[config.mk]
export PLATFORM = sky130hd
export DESIGN_NAME = instruction_fetch
export DESIGN_NICKNAME = d
export VERILOG_FILES = /design/src/rtl/instruction_fetch_pkg.sv /design/src/rtl/instruction_fetch_fsm.sv /design/src/rtl/register_nbit.sv /design/src/rtl/instruction_fetch.sv
export SDC_FILE = /design/constraint.sdc
export NUM_CORES = 1
export LEC_CHECK = 0
export ABC_AREA = 1
export CORE_MARGIN = 2
export CORE_UTILIZATION = 40
export DETAILED_ROUTE_END_ITERATION = 8
export PLACE_DENSITY = 0.9
export SLEW_MARGIN = 15
export SYNTH_ARGS = -nofsm -noshare
export SYNTH_HDL_FRONTEND = slang
export SYNTH_SLANG_ARGS = --single-unit
[constraint.sdc]
create_clock -name clock -period 1.65 [get_ports clock]
set_input_delay 0.165 -clock clock [delete_from_list [all_inputs] [get_ports clock]]
set_output_delay 0.165 -clock clock [all_outputs]
set_load 0.1 [all_outputs]
[src/rtl/instruction_fetch_pkg.sv]
// Shared fetch definitions: PC function-select codes and fetch states.
// Program counter and control logic reuse the PS constants.
package instruction_fetch_pkg;

    localparam logic [1:0] PS_HOLD = 2'b00;
    localparam logic [1:0] PS_INC  = 2'b01;
    localparam logic [1:0] PS_LOAD = 2'b10;
    localparam logic [1:0] PS_REL  = 2'b11;

    typedef enum logic [1:0] {
        ST_IDLE  = 2'b00,
        ST_REQ   = 2'b01,
        ST_HOLD  = 2'b10,
        ST_DRAIN = 2'b11
    } fetch_state_t;

endpackage

[src/rtl/instruction_fetch_fsm.sv]
// Fetch control: state register, next-state, PS/pc_in/mem_req decode.
// Redirects override everything and cancel any fetch result.
import instruction_fetch_pkg::*;

module fetch_ctrl_fsm (
    input  logic        clock,
    input  logic        reset,
    input  logic        mem_ack,
    input  logic        inst_ready,
    input  logic        redirect_valid,
    input  logic        redirect_mode,
    input  logic [31:0] redirect_value,
    output logic [1:0]  PS,
    output logic [31:0] pc_in,
    output logic        mem_req,
    output logic        inst_valid,
    output logic        req_load,
    output logic        inst_load
);

    fetch_state_t state;
    fetch_state_t next;

    // State register.
    always_ff @(posedge clock) begin
        if (reset) state <= ST_IDLE;
        else       state <= next;
    end

    // Next-state and PC/memory control decode.
    always_comb begin
        next       = state;
        PS         = PS_HOLD;
        pc_in      = '0;
        mem_req    = 1'b0;
        inst_valid = 1'b0;
        req_load   = 1'b0;
        inst_load  = 1'b0;
        unique case (state)
            ST_IDLE: begin
                if (!redirect_valid) begin
                    req_load = 1'b1;
                    next     = ST_REQ;
                end
            end
            ST_REQ: begin
                mem_req = 1'b1;
                if (redirect_valid) begin
                    next = mem_ack ? ST_IDLE : ST_DRAIN;
                end else if (mem_ack) begin
                    inst_load = 1'b1;
                    PS        = PS_INC;
                    next      = ST_HOLD;
                end
            end
            ST_HOLD: begin
                inst_valid = 1'b1;
                if (redirect_valid) begin
                    next = ST_IDLE;
                end else if (inst_ready) begin
                    req_load = 1'b1;
                    next     = ST_REQ;
                end
            end
            ST_DRAIN: begin
                // Outstanding request cannot be withdrawn; its data is dropped.
                mem_req = 1'b1;
                if (mem_ack) next = ST_IDLE;
            end
            default: next = ST_IDLE;
        endcase
        if (redirect_valid) begin
            PS    = redirect_mode ? PS_REL : PS_LOAD;
            pc_in = redirect_value;
        end
        if (reset) begin
            PS    = PS_HOLD;
            pc_in = '0;
        end
    end

endmodule

[src/rtl/register_nbit.sv]
// Generic N-bit register with synchronous reset to zero and load enable.
module RegisterNbit #(
    parameter int N = 32
) (
    input  logic         clock,
    input  logic         reset,
    input  logic         load,
    input  logic [N-1:0] d,
    output logic [N-1:0] q
);

    // Hold value unless loaded; reset wins.
    always_ff @(posedge clock) begin
        if (reset)     q <= '0;
        else if (load) q <= d;
    end

endmodule

[src/rtl/instruction_fetch.sv]
// Fetch stage: reads PC, fetches from instruction memory, holds the
// word for decode and steers the program counter via PS/pc_in.
import instruction_fetch_pkg::*;

module instruction_fetch (
    input  logic        clock,
    input  logic        reset,
    input  logic [31:0] PC,
    output logic [1:0]  PS,
    output logic [31:0] pc_in,
    output logic        mem_req,
    output logic [31:0] mem_addr,
    input  logic        mem_ack,
    input  logic [31:0] mem_rdata,
    output logic [31:0] inst,
    output logic [31:0] inst_pc,
    output logic        inst_valid,
    input  logic        inst_ready,
    input  logic        redirect_valid,
    input  logic        redirect_mode,
    input  logic [31:0] redirect_value
);

    logic        req_load;
    logic        inst_load;
    logic [31:0] req_addr;

    fetch_ctrl_fsm u_ctrl (
        .clock          (clock),
        .reset          (reset),
        .mem_ack        (mem_ack),
        .inst_ready     (inst_ready),
        .redirect_valid (redirect_valid),
        .redirect_mode  (redirect_mode),
        .redirect_value (redirect_value),
        .PS             (PS),
        .pc_in          (pc_in),
        .mem_req        (mem_req),
        .inst_valid     (inst_valid),
        .req_load       (req_load),
        .inst_load      (inst_load)
    );

    RegisterNbit #(.N(32)) u_req_addr (
        .clock (clock),
        .reset (reset),
        .load  (req_load),
        .d     (PC),
        .q     (req_addr)
    );

    RegisterNbit #(.N(32)) u_inst (
        .clock (clock),
        .reset (reset),
        .load  (inst_load),
        .d     (mem_rdata),
        .q     (inst)
    );

    RegisterNbit #(.N(32)) u_inst_pc (
        .clock (clock),
        .reset (reset),
        .load  (inst_load),
        .d     (req_addr),
        .q     (inst_pc)
    );

    assign mem_addr = req_addr;

endmodule

## Word level (Yosys, flattened, before mapping)

Index checks and enable logic that the tools add are counted.

- Bits in registers: 98
- Output and inout bits: 132
- Word-level logic and storage cells: 38

- Eq/ne operators: 7
- Mux-type cells: 24
- Reduce and logical (&&, ||, !) cells: 3

Operators with widths:

| kind | number |
|---|---|
| two-way mux 32 bit | 2 |
| two-way mux 2 bit | 10 |
| two-way mux 1 bit | 10 |
| case mux 2 bit (4 select lines) | 1 |
| != test 3 bit (second input constant) | 2 |
| equality test 2 bit (second input constant) | 2 |
| != test 2 bit (second input constant) | 2 |
| AND reduction 4 bit | 1 |
| equality test 2 x 1 -> 1 bit (second input constant) | 1 |
| zero test 2 bit | 1 |
| case mux 1 bit (2 select lines) | 1 |
| OR reduction 2 bit | 1 |

## Longest topological paths before layout

Gate-level depths: netlist (run 1).

- Depth after elaboration: 4
- Gate-level depth with buffers: 7

## Cells and area by module

From an unflattened synthesis (run 1), not the netlist that was laid out.

- Cells, all modules: 719
- Area, all modules: 4524.3 µm²

By module, submodules not included:

| module | times used | cells an instance | area each (µm²) | seq. area each (µm²) |
|---|---|---|---|---|
| RegisterNbit | 3 | 203 | 1338.8 | 640.6 |
| fetch_ctrl_fsm | 1 | 110 | 508.0 | 40.0 |

## Least setup slack after synthesis (run 1)

No wires, ideal clock.

- Path kind: input-to-output
- Start point: input port redirect_valid
- End point: output port PS[0]
- Arrival: 2.724 ns
- Required time: 1.485 ns
- Slack: -1.239 ns
- Stages on the path: 5
- Path buffers: 1
- Path through: buf_4 inv_2 nor2_1 nand2_1 o21ai_1

- Longest elaborated chain between the ends: 2

Ends and longest elaborated chain:

| item | RTL line | RTL |
|---|---|---|
| from (decl) | instruction_fetch.sv:19 | `input logic redirect_valid,` |
| two-way mux 2 bit | instruction_fetch_fsm.sv:72 | `if (redirect_valid) begin` |
| two-way mux 2 bit | instruction_fetch_fsm.sv:76 | `if (reset) begin` |
| to (decl) | instruction_fetch.sv:9 | `output logic [1:0] PS,` |

No other way between the ends.

## Worst setup path after layout (run 1)

- Start point: register u_ctrl.state[0]
- End point: output port PS[0]

- Longest elaborated chain between the ends: 4

Ends and longest elaborated chain:

| item | RTL line | RTL |
|---|---|---|
| from (decl) | instruction_fetch_fsm.sv:21 | `fetch_state_t state;` |
| from (signal assigned) | instruction_fetch_fsm.sv:27 | `else state <= next;` |
| equality test 2 x 1 -> 1 bit | instruction_fetch_fsm.sv:39 | `unique case (state)` |
| two-way mux 2 bit | instruction_fetch_fsm.sv:39 |  |
| two-way mux 2 bit | instruction_fetch_fsm.sv:72 |  |
| two-way mux 2 bit | instruction_fetch_fsm.sv:76 |  |

No other way between the ends.

==> flow_metrics.env, run 1 <==
export IMPL_grt_antenna_before_repair=0
export IMPL_drt_wl_total_um=13200
export IMPL_htreeDepth=3
export IMPL_clock_skew_ns=0.0195
export IMPL_synthArstFlopShare_pct=0
export IMPL_ys_top_cells_by_count="nand2_1 (235), a21oi_1 (98), dfxtp_1 (98)"
export IMPL_seq_area_mm2=0.00196
export IMPL_grt_start_max_net_pins=52
export IMPL_drt_antenna_violating_nets=0
export IMPL_cts_hold_buf=0
export IMPL_synth_ff_type="dfxtp_1"
export IMPL_cts_sinks=98
export IMPL_run_status="complete, no violations"
export IMPL_core_area_mm2=0.00920
export IMPL_hp_class="in2reg"
export IMPL_final_core_util_pct=77.7
export IMPL_cts_tree="built"
export IMPL_routedWlPerCell_um=15.4
export IMPL_setup_slack_ns=0.0799
export IMPL_powerDensity_mw_per_mm2=890
export IMPL_rows=35
export IMPL_clk_latency_ns=0.35
export IMPL_ios=234
export IMPL_synth_warnings=0
export IMPL_netlist_area_mm2=0.00379
export IMPL_synth_edf_count=0
export IMPL_crit_path_max_fanout=7
export IMPL_max_freq_ghz=0.637
export IMPL_post_place_ws_ns=-0.137
export IMPL_die_w_um=101
export IMPL_p_total_w=0.00636
export IMPL_synth_area_top_cells="dfxtp_1 (52%), nand2_1 (23%), a21oi_1 (13%), nor2_1 (4.0%), buf_4 (1.8%)"
export IMPL_synth_net_count=626
export IMPL_multiInputGateArea_mm2=0.00160
export IMPL_fin_crit_ns=1.57
export IMPL_tightest_slew_ns=0.515
export IMPL_fin_hold_ws_ns=0.243
export IMPL_gp_congestion=0.801
export IMPL_seq_area_frac_synth_pct=51.8
export IMPL_drive_above_1_share_pct=24.3
export IMPL_grt_pass1_wl_um=20500
export IMPL_synth_top_cell_area_share_pct=51.8
export IMPL_dieHeight_um=101
export IMPL_drt_iter0_markers=180
export IMPL_n_antenna_cell=0
export IMPL_synth_top_area_cell="dfxtp_1"
export IMPL_start_util_pct=41.2
export IMPL_cp_required_ns=1.48
export IMPL_port_buffers=233
export IMPL_dp_hpwl_um=10300
export IMPL_avgViaCountPerCell=5.02
export IMPL_crit_arrival_ns=1.41
export IMPL_grt_pass1_vias=4368
export IMPL_num_vias=4318
export IMPL_drv_cap=0
export IMPL_maxSlewHeadroom_pct=65.7
export IMPL_final_fill_count=593
export IMPL_finalCritPeriodShare_pct=95.2
export IMPL_end_kind="output pin"
export IMPL_clkSlewWorstSetupHoldPaths_ns=0.09
export IMPL_maxSlewViolCount=0
export IMPL_p_leak_nw=2.86
export IMPL_drc=0
export IMPL_peakVddDrop_mv=0.458
export IMPL_synth_seq_cells=98
export IMPL_grt_setup_unrepaired="no"
export IMPL_worstSetupPathType="reg2out"
export IMPL_setup_violations_final=0
export IMPL_tns_ns=0
export IMPL_grt_use_total_pct=25.0
export IMPL_cts_root_buf="clkbuf_8"
export IMPL_dr_pass1_iters=5
export IMPL_numCtsBuffers=9
export IMPL_synth_area_per_cell_um2=7.23
export IMPL_layout_nets=847
export IMPL_area_growth_pct=88.6
export IMPL_dieArea_mm2=0.0103
export IMPL_yosysMostFrequentCell="nand2_1"
export IMPL_clockBufferDepth=2
export IMPL_grt_overflow_total=0
export IMPL_final_hold_viol_count=0
export IMPL_start_kind="flip-flop"
export IMPL_ys_types=18
export IMPL_synthCells=524
[kinds of logic (layout without fill, tap and decap cells)]
| family | count (synthesis) | in the layout | synth area share (%) |
|---|---|---|---|
| AO/OA/AOI/OAI | 100 | 100 | 13.3 |
| buffers and inverters | 47 | 273 | 6.87 |
| flip-flops | 98 | 98 | 51.8 |
| AND/OR/NAND/NOR | 279 | 279 | 28.1 |
[cells in the final DEF, fill, tap and decap left out]
cell type,count
nand4_1,1
a21oi_1,98
inv_1,4
inv_6,1
dfxtp_2,1
nor2_1,32
buf_4,63
nor2_2,9
dfxtp_1,97
bufinv_16,2
clkbuf_8,10
clkinv_4,1
clkinv_2,3
o21ai_2,2
dlymetal6s2s_1,1
nand4_4,1
nand2_1,235
buf_6,1
buf_12,85
and2_1,1
inv_2,3
clkdlybuf4s50_1,99
[through the flow]
step           cells  cell area [µm²]
6_report         861             7150
5_1_grt          861             7150
2_1_floorplan    524             3800
3_5_place_dp     845             6910
4_1_cts          861             7140
3_3_place_gp     845             6910
[final timing paths]
kind	startpoint	cells past startpoint	slack, ns	to
worst min register to register	u_inst_pc.q[4]	2	0.47	u_inst_pc.q[4]
worst max-delay path	u_ctrl.state[0]	3	0.08	PS[0]
worst max register to register	u_ctrl.state[0]	5	0.30	u_req_addr.q[17]
worst min-delay path	reset	2	0.24	u_inst_pc.q[4]
[state kept, by name, indices dropped and copies added, names as in the netlist]
signal / flops
u_inst.q: 32
u_req_addr.q: 32
u_inst_pc.q: 32
u_ctrl.state: 2
[final cells by class]
type                    instances  share of cell area, %
repair buffers                249                   44.6
clock inverters                 6                   1.23
flip-flops and latches         98                   27.5
inverters                       8                  0.438
clock buffers                  10                   1.93
multi-input cells             379                   22.4
well taps                     111                   1.94
[per-layer routing]
layer  track usage (%)  wire (µm)  vias up
met5                 0          0        -
met4              10.6        410        0
met3              6.14        975       37
met2              47.4       7180      194
met1              26.1       4670     2003
li1                  -          -     2084
[worst max-delay path, cell delays in order (launching register included)]
cell	delay, ns
dfxtp_2	0.46
nand4_4	0.19
o21ai_2	0.22
buf_12	0.20
[where the power goes]
group,total (W),leakage [nW],switching (W),internal [W]
Sequential,0.00257,0.796,0.000113,0.00246
Clock,0.00170,0.117,0.000802,0.000899
Combinational,0.00209,1.95,0.00134,0.000751
Total,0.00636,2.86,0.00225,0.00411
[timing repair]
item / in CTS / in global routing
setup buffers: 0 / 0
endpoints found under the setup margin: 4 / 18
gates resized for setup: 5 / 3
(Power assumes the default switching activity.)
==> inputs of run 2 (changes only) <==
--- a/config.mk
+++ b/config.mk
@@ -6,10 +6,13 @@
 export NUM_CORES = 1
 export LEC_CHECK = 0
 export ABC_AREA = 1
+export CELL_PAD_IN_SITES_DETAIL_PLACEMENT = 1
+export CELL_PAD_IN_SITES_GLOBAL_PLACEMENT = 1
+export CORE_ASPECT_RATIO = 1.25
 export CORE_MARGIN = 2
-export CORE_UTILIZATION = 40
+export CORE_UTILIZATION = 26
 export DETAILED_ROUTE_END_ITERATION = 8
-export PLACE_DENSITY = 0.9
+export PLACE_DENSITY = 0.88
 export SLEW_MARGIN = 15
 export SYNTH_ARGS = -nofsm -noshare
 export SYNTH_HDL_FRONTEND = slang
==> flow_metrics.env, run 2 (same netlist as run 1, synthesis figures left out) <==
export IMPL_drc=0
export IMPL_crit_path_max_fanout=6
export IMPL_post_cts_setup_buffers=0
export IMPL_clock_skew_ns=0.0106
export IMPL_cts_sinks=98
export IMPL_final_common_cell="nand2_1"
export IMPL_dr_pass1_iters=4
export IMPL_grt_setup_unrepaired="no"
export IMPL_r2r_start="u_ctrl.state[1]"
export IMPL_layout_nets=848
export IMPL_ios=234
export IMPL_switching_share_pct=34.1
export IMPL_cp_required_ns=1.48
export IMPL_grt_pass1_wl_um=23400
export IMPL_grt_start_max_net_pins=42
export IMPL_final_hold_viol_count=0
export IMPL_finalCritPeriodShare_pct=92.3
export IMPL_reg_top3="u_inst.q (32), u_inst_pc.q (32), u_req_addr.q (32)"
export IMPL_final_core_util_pct=51.5
export IMPL_p_sw_w=0.00239
export IMPL_end_kind="output pin"
export IMPL_grt_use_total_pct=18.8
export IMPL_p_comb_share_pct=30.6
export IMPL_clockBufferDepth=2
export IMPL_hp_class="in2reg"
export IMPL_n_antenna_cell=0
export IMPL_start_kind="flip-flop"
export IMPL_gp_congestion=0.773
export IMPL_drt_wl_total_um=14700
export IMPL_start_util_pct=26.4
export IMPL_avgViaCountPerCell=4.59
export IMPL_drt_iter0_markers=145
export IMPL_run_status="complete, no violations"
export IMPL_maxSlewViolCount=0
export IMPL_tns_ns=0
export IMPL_htreeDepth=3
export IMPL_crit_arrival_ns=1.36
export IMPL_maxSlewHeadroom_pct=71.1
export IMPL_post_dp_cell_area_mm2=0.00704
export IMPL_grt_overflow_total=0
export IMPL_dieArea_mm2=0.0156
export IMPL_hp_start="reset"
export IMPL_cts_hold_buf=0
export IMPL_fin_crit_ns=1.52
export IMPL_drive_above_1_share_pct=24.0
export IMPL_p_int_w=0.00461
export IMPL_num_vias=4261
export IMPL_core_area_mm2=0.0143
export IMPL_worstSetupPathType="reg2out"
export IMPL_dp_hpwl_um=11200
export IMPL_cts_tree="built"
export IMPL_rows=49
export IMPL_startpoint="u_ctrl.state[1]"
export IMPL_final_cell_mix="nand2_1 (235), clkdlybuf4s50_1 (99), a21oi_1 (98), dfxtp_1 (98), buf_12 (88)"
export IMPL_dieHeight_um=139
export IMPL_pwr_share_seq_pct=36.6
export IMPL_cts_root_buf="clkbuf_16"
export IMPL_clk_latency_ns=0.33
export IMPL_drt_antenna_violating_nets=0
export IMPL_pwr_share_clk_pct=32.8
export IMPL_drv_cap=0
export IMPL_fin_hold_ws_ns=0.285
export IMPL_clkSlewWorstSetupHoldPaths_ns=0.07
export IMPL_powerDensity_mw_per_mm2=948
export IMPL_final_area_mm2=0.00739
export IMPL_area_growth_pct=94.9
export IMPL_die_w_um=112
export IMPL_numCtsBuffers=9
export IMPL_max_freq_ghz=0.657
export IMPL_peakVddDrop_mv=0.472
export IMPL_port_buffers=233
export IMPL_tightest_slew_ns=0.433
export IMPL_routedWlPerCell_um=15.9
export IMPL_setup_violations_final=0
export IMPL_grt_antenna_before_repair=0
export IMPL_p_leak_nw=2.93
export IMPL_grt_pass1_vias=4603
==> run 2: changes by cell type in the layout (fill, tap and decap cells not counted), moves of 2 or more <==
cell	previous run	this run
buf_12	85	88
buf_4	63	60
clkbuf_16	0	9
clkbuf_8	10	1
clkinvlp_4	0	2
nor2_1	32	34
nor2_2	9	7
==> run 2: cell type report <==
| class | instances | area (µm²) |
|---|---|---|
| fillers | 1657 | 6960 |
| multi-input cells | 379 | 1600 |
| flip-flops and latches | 98 | 1960 |
| well taps | 178 | 223 |
| repair buffers | 250 | 3240 |
| clock inverters | 6 | 88.8 |
| clock buffers | 10 | 239 |
| inverters | 8 | 33.8 |
==> run 2: through the flow <==
stage / setup WS (ns) / power (W) / std cells
finish: 0.128 / 0.00700 / 929
global route: 0.0243 / 0.00728 / 929
CTS: 0.00788 / 0.00709 / 929
global placement: 0.0563 / 0.00474 / 913
detailed placement: -0.0190 / 0.00478 / 913
floorplan: -0.457 / 0.00385 / 524
==> run 2: path summary, 6_finish.rpt <==
path,endpoint,slack (ns),cells after the start
setup / recovery,PS[0],0.13,4
hold / removal,u_req_addr.q[3],0.29,2
setup reg to reg,u_inst.q[12],0.35,6
hold reg to reg,u_inst.q[27],0.47,2
==> run 2: power by group through the flow <==
stage	sequential [W]	combinational, W	clock [W]
floorplan	0.00322	0.000623	0
global placement	0.00261	0.00213	0
detailed placement	0.00262	0.00216	0
CTS	0.00256	0.00216	0.00237
global route	0.00258	0.00224	0.00247
finish	0.00256	0.00214	0.00229
==> run 2: critical path: stages (launching register included) <==
cell	delay (ns)
dfxtp_1	0.35
inv_4	0.12
nand4_4	0.15
o21ai_2	0.20
buf_12	0.20
==> run 2: what timing repair did <==
action                     4_1_cts  5_1_grt
setup endpoints to repair        1       16
gates cloned                     0        0
gates resized for setup          1        6
==> run 2: metal layers <==
metal  routed length, µm  track usage [%]  vias up
li1                    -                -     2086
met1                5230             19.1     1987
met2                8100             35.9      164
met3                 974             5.59       24
met4                 440             6.68        0
met5                   0                0        -
==> inputs of run 3 (changes only) <==
--- a/config.mk
+++ b/config.mk
@@ -11,6 +11,7 @@
 export CORE_ASPECT_RATIO = 1.25
 export CORE_MARGIN = 2
 export CORE_UTILIZATION = 26
+export CTS_CLUSTER_SIZE = 28
 export DETAILED_ROUTE_END_ITERATION = 8
 export PLACE_DENSITY = 0.88
 export SLEW_MARGIN = 15
==> results of run 3 <==
No change in the layout: final DEF, timing and power equal those of run 2.
